$ cat config.mk
export PLATFORM = sky130hd
export DESIGN_NAME = posit_conv_sched
export DESIGN_NICKNAME = d
export VERILOG_FILES = /design/src/rtl/posit_sched_pkg.sv /design/src/rtl/rr_arb_n.sv /design/src/rtl/posit_conv_sched.sv
export SDC_FILE = /design/constraint.sdc
export NUM_CORES = 1
export LEC_CHECK = 0
export BUFFER_PORTS_ARGS = -buffer_cell sky130_fd_sc_hd__buf_2
export CAP_MARGIN = 20
export CORE_MARGIN = 2
export CORE_UTILIZATION = 51
export DETAILED_ROUTE_END_ITERATION = 10
export PLACE_DENSITY_LB_ADDON = 0.12
export SYNTH_ARGS = -nofsm -noshare
export SYNTH_HDL_FRONTEND = slang
export SYNTH_HIERARCHICAL = 1
export SYNTH_SLANG_ARGS = --single-unit
$ cat constraint.sdc
create_clock -name clk -period 3.75 [get_ports clk]
set_clock_uncertainty 0.1 [all_clocks]
set_input_delay 0.5625 -clock clk [delete_from_list [all_inputs] [get_ports clk]]
set_output_delay 0.5625 -clock clk [all_outputs]
set_load 0.005 [all_outputs]
$ cat src/rtl/posit_sched_pkg.sv
// Shared types and constants for the posit converter scheduler.
package posit_sched_pkg;

    localparam int unsigned TAG_W = 2;

    localparam logic [63:0] DBL_ZERO = 64'h0000_0000_0000_0000;
    localparam logic [63:0] DBL_QNAN = 64'h7FF8_0000_0000_0000;

    typedef enum logic [1:0] {
        NORM = 2'd0,
        ZERO = 2'd1,
        NAR  = 2'd2
    } pclass_e;

    typedef struct packed {
        logic             v;
        logic [TAG_W-1:0] tag;
        pclass_e          cls;
    } tpipe_t;

    // Posit special values: all-zero is ZERO, sign bit alone is NaR.
    function automatic pclass_e classify(input logic [63:0] p, input int unsigned n);
        pclass_e c;
        c = NORM;
        if (p == 64'd0) begin
            c = ZERO;
        end else if (p == (64'd1 << (n - 1))) begin
            c = NAR;
        end
        return c;
    endfunction

endpackage

$ cat src/rtl/rr_arb_n.sv
// Combinational round-robin arbiter: first requester at or after ptr_i wins.
module rr_arb_n #(
    parameter int unsigned NREQ = 4,
    parameter int unsigned IW   = 2
) (
    input  logic [NREQ-1:0] req_i,
    input  logic [IW-1:0]   ptr_i,
    output logic [NREQ-1:0] grant_c,
    output logic [IW-1:0]   idx_c,
    output logic            any_c
);

    always_comb begin
        logic [IW-1:0] j;
        grant_c = '0;
        idx_c   = '0;
        any_c   = 1'b0;
        j       = '0;
        for (int unsigned off = 0; off < NREQ; off++) begin
            j = IW'((32'(ptr_i) + off) % NREQ);
            if (!any_c && req_i[j]) begin
                any_c      = 1'b1;
                grant_c[j] = 1'b1;
                idx_c      = j;
            end
        end
    end

endmodule

$ cat src/rtl/posit_conv_sched.sv
// Round-robin scheduler sharing one fixed-latency posit->double converter, with a credit-protected result FIFO.
// Define POSIT_CONV_SPECIAL_EN to force ZERO/NaR posits to +0.0 / quiet NaN on retire.
module posit_conv_sched
    import posit_sched_pkg::*;
#(
    parameter int unsigned N     = 36,
    parameter int unsigned NREQ  = 4,
    parameter int unsigned TW    = TAG_W,
    parameter int unsigned LAT   = 2,
    parameter int unsigned DEPTH = 4
) (
    input  logic              clk,
    input  logic              rst_n,
    input  logic [NREQ-1:0]   req_valid,
    input  logic [NREQ*N-1:0] req_data,
    output logic [NREQ-1:0]   req_ready,
    output logic [N-1:0]      cv_in,
    output logic              cv_start,
    input  logic [63:0]       cv_out,
    input  logic              cv_done,
    output logic              out_valid,
    input  logic              out_ready,
    output logic [63:0]       out_data,
    output logic [TW-1:0]     out_tag,
    output logic              err
);

    localparam int unsigned IW = $clog2(NREQ);
    localparam int unsigned PW = (DEPTH > 1) ? $clog2(DEPTH) : 1;
    localparam int unsigned CW = $clog2(DEPTH + 1);
    localparam int unsigned SW = $clog2(DEPTH + LAT + 3);
    localparam int unsigned GW = $clog2(LAT + 1);
    localparam int unsigned FW = TAG_W + 64;

    logic [IW-1:0]  ptr_q, ptr_d;
    logic [N-1:0]   cv_in_q;
    tpipe_t         iss_q, iss_d;
    tpipe_t         pipe_q [LAT];
    logic [FW-1:0]  mem_q [DEPTH];
    logic [PW-1:0]  wr_q, wr_d, rd_q, rd_d, rd_prev;
    logic [CW-1:0]  cnt_q, cnt_d;
    logic [GW-1:0]  guard_q;
    logic           err_q;

    logic [NREQ-1:0] gnt;
    logic [IW-1:0]   gidx;
    logic            gany, issue_ok, issue, push, pop, guard_on;
    logic [SW-1:0]   inflight;
    logic [N-1:0]    sel_data;
    logic [63:0]     res;
    tpipe_t          tail;

    rr_arb_n #(.NREQ(NREQ), .IW(IW)) u_arb (
        .req_i   (req_valid),
        .ptr_i   (ptr_q),
        .grant_c (gnt),
        .idx_c   (gidx),
        .any_c   (gany)
    );

    // Credit: everything issued and not yet popped; a head popped this cycle frees its slot.
    always_comb begin
        inflight = SW'(iss_q.v);
        for (int unsigned k = 0; k < LAT; k++) begin
            inflight = inflight + SW'(pipe_q[k].v);
        end
        pop      = (cnt_q != '0) && out_ready;
        issue_ok = (SW'(cnt_q) + inflight) < (SW'(DEPTH) + SW'(pop));
        issue    = gany && issue_ok;
        sel_data = '0;
        for (int unsigned i = 0; i < NREQ; i++) begin
            if (gidx == IW'(i)) begin
                sel_data = req_data[i*N +: N];
            end
        end
    end

    always_comb begin
        iss_d     = '0;
        iss_d.v   = issue;
        iss_d.tag = TAG_W'(gidx);
`ifdef POSIT_CONV_SPECIAL_EN
        iss_d.cls = classify(64'(sel_data), N);
`else
        iss_d.cls = NORM;
`endif
        ptr_d = ptr_q;
        if (issue) begin
            ptr_d = (gidx == IW'(NREQ - 1)) ? '0 : gidx + IW'(1);
        end
    end

    // Retire: the tail of the tag pipe lines up with the converter's done strobe.
    always_comb begin
        tail     = pipe_q[LAT-1];
        guard_on = (guard_q != '0);
        push     = !guard_on && tail.v && cv_done;
        res      = cv_out;
`ifdef POSIT_CONV_SPECIAL_EN
        if (tail.cls == ZERO) begin
            res = DBL_ZERO;
        end else if (tail.cls == NAR) begin
            res = DBL_QNAN;
        end
`endif
        wr_d    = wr_q;
        rd_d    = rd_q;
        if (push) wr_d = (wr_q == PW'(DEPTH - 1)) ? '0 : wr_q + PW'(1);
        if (pop)  rd_d = (rd_q == PW'(DEPTH - 1)) ? '0 : rd_q + PW'(1);
        cnt_d   = cnt_q + CW'(push) - CW'(pop);
        rd_prev = (rd_q == '0) ? PW'(DEPTH - 1) : rd_q - PW'(1);
    end

    always_ff @(posedge clk or negedge rst_n) begin
        if (!rst_n) begin
            ptr_q   <= '0;
            cv_in_q <= '0;
            iss_q   <= '0;
            for (int unsigned k = 0; k < LAT; k++) pipe_q[k] <= '0;
            for (int unsigned k = 0; k < DEPTH; k++) mem_q[k] <= '0;
            wr_q    <= '0;
            rd_q    <= '0;
            cnt_q   <= '0;
            guard_q <= GW'(LAT);
            err_q   <= 1'b0;
        end else begin
            ptr_q <= ptr_d;
            if (issue) cv_in_q <= sel_data;
            iss_q     <= iss_d;
            pipe_q[0] <= iss_q;
            for (int unsigned k = 1; k < LAT; k++) pipe_q[k] <= pipe_q[k-1];
            if (push) mem_q[wr_q] <= {tail.tag, res};
            wr_q  <= wr_d;
            rd_q  <= rd_d;
            cnt_q <= cnt_d;
            if (guard_on) guard_q <= guard_q - GW'(1);
            if (!guard_on && (tail.v != cv_done)) err_q <= 1'b1;
        end
    end

    // Empty FIFO shows the most recently popped entry, so outputs hold.
    assign req_ready = issue_ok ? gnt : '0;
    assign cv_in     = cv_in_q;
    assign cv_start  = iss_q.v;
    assign out_valid = (cnt_q != '0);
    assign out_data  = out_valid ? mem_q[rd_q][63:0] : mem_q[rd_prev][63:0];
    assign out_tag   = TW'(out_valid ? mem_q[rd_q][FW-1:64] : mem_q[rd_prev][FW-1:64]);
    assign err       = err_q;

    a_no_push_full: assert property (@(posedge clk) disable iff (!rst_n) push |-> (cnt_q < CW'(DEPTH)));

endmodule

==> results.ini, run 1 <==
[outcome]
status = finished, final reports clean

[global_routing]
grt_overflow = 0
first_global_vias = 13280
antenna_found_initial = 9
track_usage = 0.2562
grt_pass1_wl_microns = 72770
grt_start_max_net_pins = 135

[route]
final_antenna_net_count = 0
wl_microns = 45140
dr.pass1.iters = 5
vias_per_cell = 5.769
drtIter0Drc = 617
drc = 0
num_vias = 12440
routedWlPerCell_microns = 20.93

[timing]
worstMarginPinSlew_ps = 987.9
setup_violations = 0
hold_viol = 0
tns_ps = 0
timing.final.ws_setup_ps = 229.7
maxSlewViolCount = 0
holdWs_ps = 219.2
period_share = 0.9387
grt_setup_unrepaired = no
slew_headroom = 0.3414
fmax_ghz = 0.2841
period_needed_ps = 3520

[placed_design]
dpl.hpwl_microns = 29120
dp_slack_ps = 257.3
portBuffers = 324
place.gp.congestion = 0.8732
placed_area_sq_um = 19890

[critical_path]
critPathMostFrequentCell = fa_1
crit_buf_inv = 2
start_kind = flip-flop
cp.arrival_ps = 2860
crit_chain = fa_1 -> ha_1 -> inv_1 -> fa_1 -> nand2_1 -> o31ai_4 -> and3_1 -> buf_2
cp_max_fo = 5
path_class = reg -> out
critPathMaxStageDelay_ps = 550
worstPathRequired_ps = 3090
critPathSlowestCell = fa_1
cp_top_family = adder cells
cp-end-kind = output port

[logic_synthesis]
synth_seq_cells = 321
synthArstFlopShare = 1.000
synth_top_family_by_area = multiplexers
syn_nets = 1616
synthAdderAreaFrac = 0.01679
synth_top_area_frac = 0.4515
synth_most_common_cell = dfrtp_1
synth.avg_cell_area_sq_um = 12.87
ys_seq_area_frac = 0.4530
syn_inst = 1378
muxShareOfSynthArea = 0.3698
synth_edf_count = 0
synthXorXnorAreaFrac = 0.002469
synth_compound_area_frac = 0.05715
synth_area_leaders = dfrtp_1, mux2_2, mux4_2
yosysUniqueCellTypes = 41
synthesis.area_sq_um = 17730
synth-simple-area-share = 0.06060
synth-warning-count = 6
synth_top_area_cell = dfrtp_1
synthTopCellsByCount = dfrtp_1, mux2_2, nand2_1
ys.flop_type = dfrtp_1

[pwr]
p_sw_uw = 8758
leakage_uw = 0.009843
p_sw_frac = 0.3698
peakVddDrop_v = 0.0007699
seqPwrFrac = 0.275
powerDensity_nw_per_um2 = 1123
pwr-share-comb = 0.579
p_clk_frac = 0.146
internal-power_uw = 14930

[clock_network]
cts_sinks = 321
clock_latency_ps = 520
clk_pin_slew_ps = 60
cts_tree = yes
cts.htree.levels = 2
cts-root-buf = clkbuf_16
clock_path_buffers = 3
cts_buffers = 37

[floorplan]
coreArea_sq_um = 34370
row_count = 68
die_area_sq_um = 36280
die_w_microns = 190.5
die_h_microns = 190.5
boundaryPins = 325
start_util = 0.5159

[layout]
drive_gt1_frac = 0.5139
fin_util = 0.6137
fillerInstances = 2784
layout.nets = 1908
area_delta_synth_final_pct = 18.95
design_area_sq_um = 21100

[hold_path]
worst_hold_path_type = in -> reg

[run]
drv_cap = 0

-- path summary, 6_finish.rpt --
kind | start | slack (ps) | depth (start not counted) | to
max | cv_start$_DFF_PN0_ | 230 | 8 | req_ready[2]
min | cv_out[61] | 220 | 2 | mem_q[127]$_DFFE_PN0P_
max reg2reg | ptr_q[0]$_DFFE_PN0P_ | 330 | 12 | cv_in[10]$_DFFE_PN0P_
max in group asynchronous | rst_n | 1880 | 4 | mem_q[72]$_DFFE_PN0P_
min in group asynchronous | rst_n | 540 | 2 | mem_q[53]$_DFFE_PN0P_
min reg2reg | iss_q[3]$_DFF_PN0_ | 260 | 0 | pipe_q[8]$_DFF_PN0_
-- area by class of cell --
class | instances | area, sq um | share of cell area
clock inverters | 9 | 73.82 | 0.003499
repair buffers | 361 | 2062 | 0.09775
flip-flops and latches | 321 | 8043 | 0.3813
multi-input cells | 898 | 9042 | 0.4286
clock buffers | 55 | 1096 | 0.05196
inverters | 51 | 191.4 | 0.009075
well taps | 455 | 569.3 | 0.02699
diodes | 7 | 17.52 | 0.0008304
-- registers in the layout (all words and copies together), names as in the netlist, 2 cells and up --
signal	cells
pipe_q	6
mem_q	264
guard_q	2
cnt_q	3
rd_q	2
cv_in	36
ptr_q	2
iss_q	2
wr_q	2
-- layer usage --
layer	part of all wire	up-vias	track usage
li1	-	5618	-
met1	0.41	6394	0.3264
met2	0.51	370	0.4415
met3	0.057	56	0.05134
met4	0.021	6	0.08050
met5	0.00071	-	0
-- stage by stage --
stage | cells | total power, uW
after floorplan | 1378 | 16580
after global placement | 2085 | 19930
after detailed placement | 2085 | 20340
after CTS | 2150 | 23900
after global routing | 2156 | 25540
final | 2157 | 23690
-- placed cells by master (no fill, tap or decap), types with 4 or more instances in the layout --
master and instances:
buf_2 323, dfrtp_1 317, mux2_2 295, nand2_1 238, mux4_2 134, a21oi_1 68, inv_1 50, o21ai_0 41
clkbuf_16 39, a22o_1 34, buf_4 24, ha_1 15, buf_12 12, clkbuf_1 10, mux2_4 9, a22oi_1 8
diode_2 7, clkinv_2 7, clkbuf_8 6, and3_1 5, xnor2_1 4, nand2_4 4, nor2_1 4, nor2b_1 4
-- cells by family (layout without fill, tap and decap cells) --
logic type      Yosys count  in the layout
compound gates          163            163
xor+xnor                  5              5
fa+ha+maj                22             22
buf+inv                 159            476
flops                   321            321
mux                     443            443
other cells               0              7
simple gates            265            265
-- power by group through the flow --
stage | logic, uW | clock network (uW) | registers, uW
finish | 13700 | 3460 | 6510
global route | 15100 | 3710 | 6750
CTS | 13800 | 3560 | 6490
detailed placement | 13800 | 0 | 6520
global placement | 13500 | 0 | 6410
floorplan | 10500 | 0 | 6110
-- what timing repair did --
action / CTS / global route
hold endpoints to repair: 39 / 0
setup endpoints to repair: 0 / 2
resized for setup: 0 / 2
setup buffers: 0 / 0
hold buffers: 1 / 0
(Power assumes the default switching activity.)
==> run 2, diff against run 1 <==
--- a/config.mk
+++ b/config.mk
@@ -5,13 +5,14 @@
 export SDC_FILE = /design/constraint.sdc
 export NUM_CORES = 1
 export LEC_CHECK = 0
+export ABC_AREA = 1
 export BUFFER_PORTS_ARGS = -buffer_cell sky130_fd_sc_hd__buf_2
 export CAP_MARGIN = 20
 export CORE_MARGIN = 2
 export CORE_UTILIZATION = 51
 export DETAILED_ROUTE_END_ITERATION = 10
 export PLACE_DENSITY_LB_ADDON = 0.12
+export SETUP_SLACK_MARGIN = 0.15
 export SYNTH_ARGS = -nofsm -noshare
 export SYNTH_HDL_FRONTEND = slang
-export SYNTH_HIERARCHICAL = 1
 export SYNTH_SLANG_ARGS = --single-unit
==> results.ini, run 2 <==
[critical_path]
start_kind = flip-flop
critPathSlowestCell = fa_1
critPathMostFrequentCell = fa_1
cp-end-kind = output port
cp.arrival_ps = 2830
path_class = reg -> out
critPathMaxStageDelay_ps = 550
worstPathRequired_ps = 3090
crit_chain = fa_1 -> ha_2 -> inv_2 -> fa_1 -> nand4_2 -> a21oi_4 -> nand2_1 -> inv_1 -> buf_2
cp_max_fo = 6
cp_top_family = adder cells
crit_buf_inv = 3

[route]
vias_per_cell = 5.549
drc = 0
wl_microns = 53420
drtIter0Drc = 1017
routedWlPerCell_microns = 17.30
num_vias = 17140
dr.pass1.iters = 5
final_antenna_net_count = 0

[layout]
largest-register = mem_q
drive_gt1_frac = 0.1751
fin_util = 0.6126
final_common_cell = o21ai_0
area_delta_synth_final_pct = 18.48
layout.nets = 2832
fillerInstances = 3083
largest_register_ff_count = 264
most-common-layout-cells = o21ai_0, nand2_1, buf_2

[clock_network]
clock_latency_ps = 510
clock_path_buffers = 3
clk_pin_slew_ps = 60
cts-root-buf = clkbuf_16
cts_tree = yes
cts_buffers = 38
cts_sinks = 321
cts.htree.levels = 2

[timing]
slew_headroom = 0.2184
tns_ps = 0
worstMarginPinSlew_ps = 1172
period_needed_ps = 3497
fmax_ghz = 0.2859
maxSlewViolCount = 0
hold_viol = 12
grt_setup_unrepaired = yes
holdWs_ps = -51.40
period_share = 0.9326
setup_violations = 0

[placed_design]
dpl.hpwl_microns = 33540
place.gp.congestion = 0.9467
portBuffers = 324

[logic_synthesis]
muxShareOfSynthArea = 0.02022
syn_nets = 2620
synth-simple-area-share = 0.1493
syn_inst = 2380
yosysUniqueCellTypes = 33
synthTopCellsByCount = o21ai_0, nand2_1, dfrtp_1
synth_area_leaders = dfrtp_1, o21ai_0, nand2_1
synth_most_common_cell = o21ai_0
synthAdderAreaFrac = 0.01812
synth-warning-count = 0
synth_edf_count = 0
synth.avg_cell_area_sq_um = 7.486
synth_top_family_by_area = compound AO/OA/AOI/OAI gates
synthesis.area_sq_um = 17820
ys.flop_type = dfrtp_1
synth_compound_area_frac = 0.2707
synth_seq_cells = 321
synth_top_area_cell = dfrtp_1
synthArstFlopShare = 1.000
synthXorXnorAreaFrac = 0.002458
ys_seq_area_frac = 0.4509
synth_top_area_frac = 0.4494

[outcome]
status = finished with violations
violations = hold timing

[hold_path]
worst_hold_path_type = in -> async

[floorplan]
boundaryPins = 325
die_area_sq_um = 36450
die_h_microns = 190.9
start_util = 0.5171
coreArea_sq_um = 34460
row_count = 68
die_w_microns = 190.9

[global_routing]
track_usage = 0.2885
first_global_vias = 16240
grt_overflow = 0
grt_start_max_net_pins = 264
antenna_found_initial = 12
grt_pass1_wl_microns = 83970

[run]
drv_cap = 0

[pwr]
powerDensity_nw_per_um2 = 1113
leakage_uw = 0.01035
peakVddDrop_v = 0.0009746

==> run 2: worst paths after layout <==
| path | start | endpoint | slack [ps] | cells after the start |
|---|---|---|---|---|
| max | cv_start$_DFF_PN0_ | req_ready[0] | 250 | 9 |
| min | rst_n | mem_q[204]$_DFFE_PN0P_ | -50 | 1 |
| max reg2reg | ptr_q[1]$_DFFE_PN0P_ | cv_in[35]$_DFFE_PN0P_ | 440 | 16 |
| min reg2reg | iss_q[3]$_DFF_PN0_ | pipe_q[8]$_DFF_PN0_ | 250 | 0 |
| max in group asynchronous | rst_n | mem_q[105]$_DFFE_PN0P_ | 2630 | 2 |
| min in group clk | req_data[116] | cv_in[8]$_DFFE_PN0P_ | 220 | 3 |
==> run 2: what timing repair did <==
item / in CTS / in global routing
endpoints found under the setup margin: 0 / 47
hold buffers: 0 / 0
gates resized for setup: 0 / 6
setup buffers: 0 / 3
==> run 2: cells by family after synthesis <==
kind of cell               after synthesis
xor gates and xnor gates                 5
adders and majority gates               24
muxes                                   36
DFF                                    321
AOI/OAI and AO/OA                      917
buffers and inverters                  388
and+or+nand+nor                        689
==> run 2: area by class of cell <==
type                    instances  area, sq um  share of cell area
flip-flops and latches        321         8039              0.3808
repair buffers                359         2086             0.09880
inverters                     201        765.7             0.03627
diodes                         12        30.03            0.001422
well taps                     455        569.3             0.02697
clock buffers                  53         1099             0.05204
multi-input cells            1671         8275              0.3920
clock inverters                16        246.5             0.01168
==> run 2: per-stage QoR <==
stage          cell area [sq um]  hold WS [ps]  cells  total power (uW)  worst slack (ps)
2_1_floorplan              17820         166.9   2380             15660             761.4
3_5_place_dp               19680         237.9   3004             19350             279.1
5_1_grt                    21110         13.68   3087             25710             106.6
4_1_cts                    21030         22.02   3073             23360             219.5
3_3_place_gp               19680         238.4   3004             18860             475.0
6_report                   21110        -51.40   3088             23490             252.8
==> run 2: power breakdown <==
part	switching, uW	internal (uW)	total [uW]
Combinational	8300	5100	13400
Sequential	1040	5120	6160
Clock	1460	2470	3930
==> run 2: routing by layer <==
layer,GRT usage,vias to the layer above,share of wire
met3,0.06040,111,0.070
met2,0.4870,584,0.48
met4,0.1279,2,0.040
li1,-,8373,-
met1,0.3564,8065,0.41
met5,0,-,0.00024
==> run 2: worst register-to-register path, stage by stage (launching register included) <==
cell	delay, ps
dfrtp_1	550
inv_2	140
ha_1	380
inv_1	90
nand2_1	80
nand2_1	90
nor2_4	230
nand3_2	140
nand2_1	150
inv_1	100
ha_1	220
nor2_2	120
buf_6	280
nand2_1	100
a22oi_1	170
mux2i_1	90
o21ai_0	190
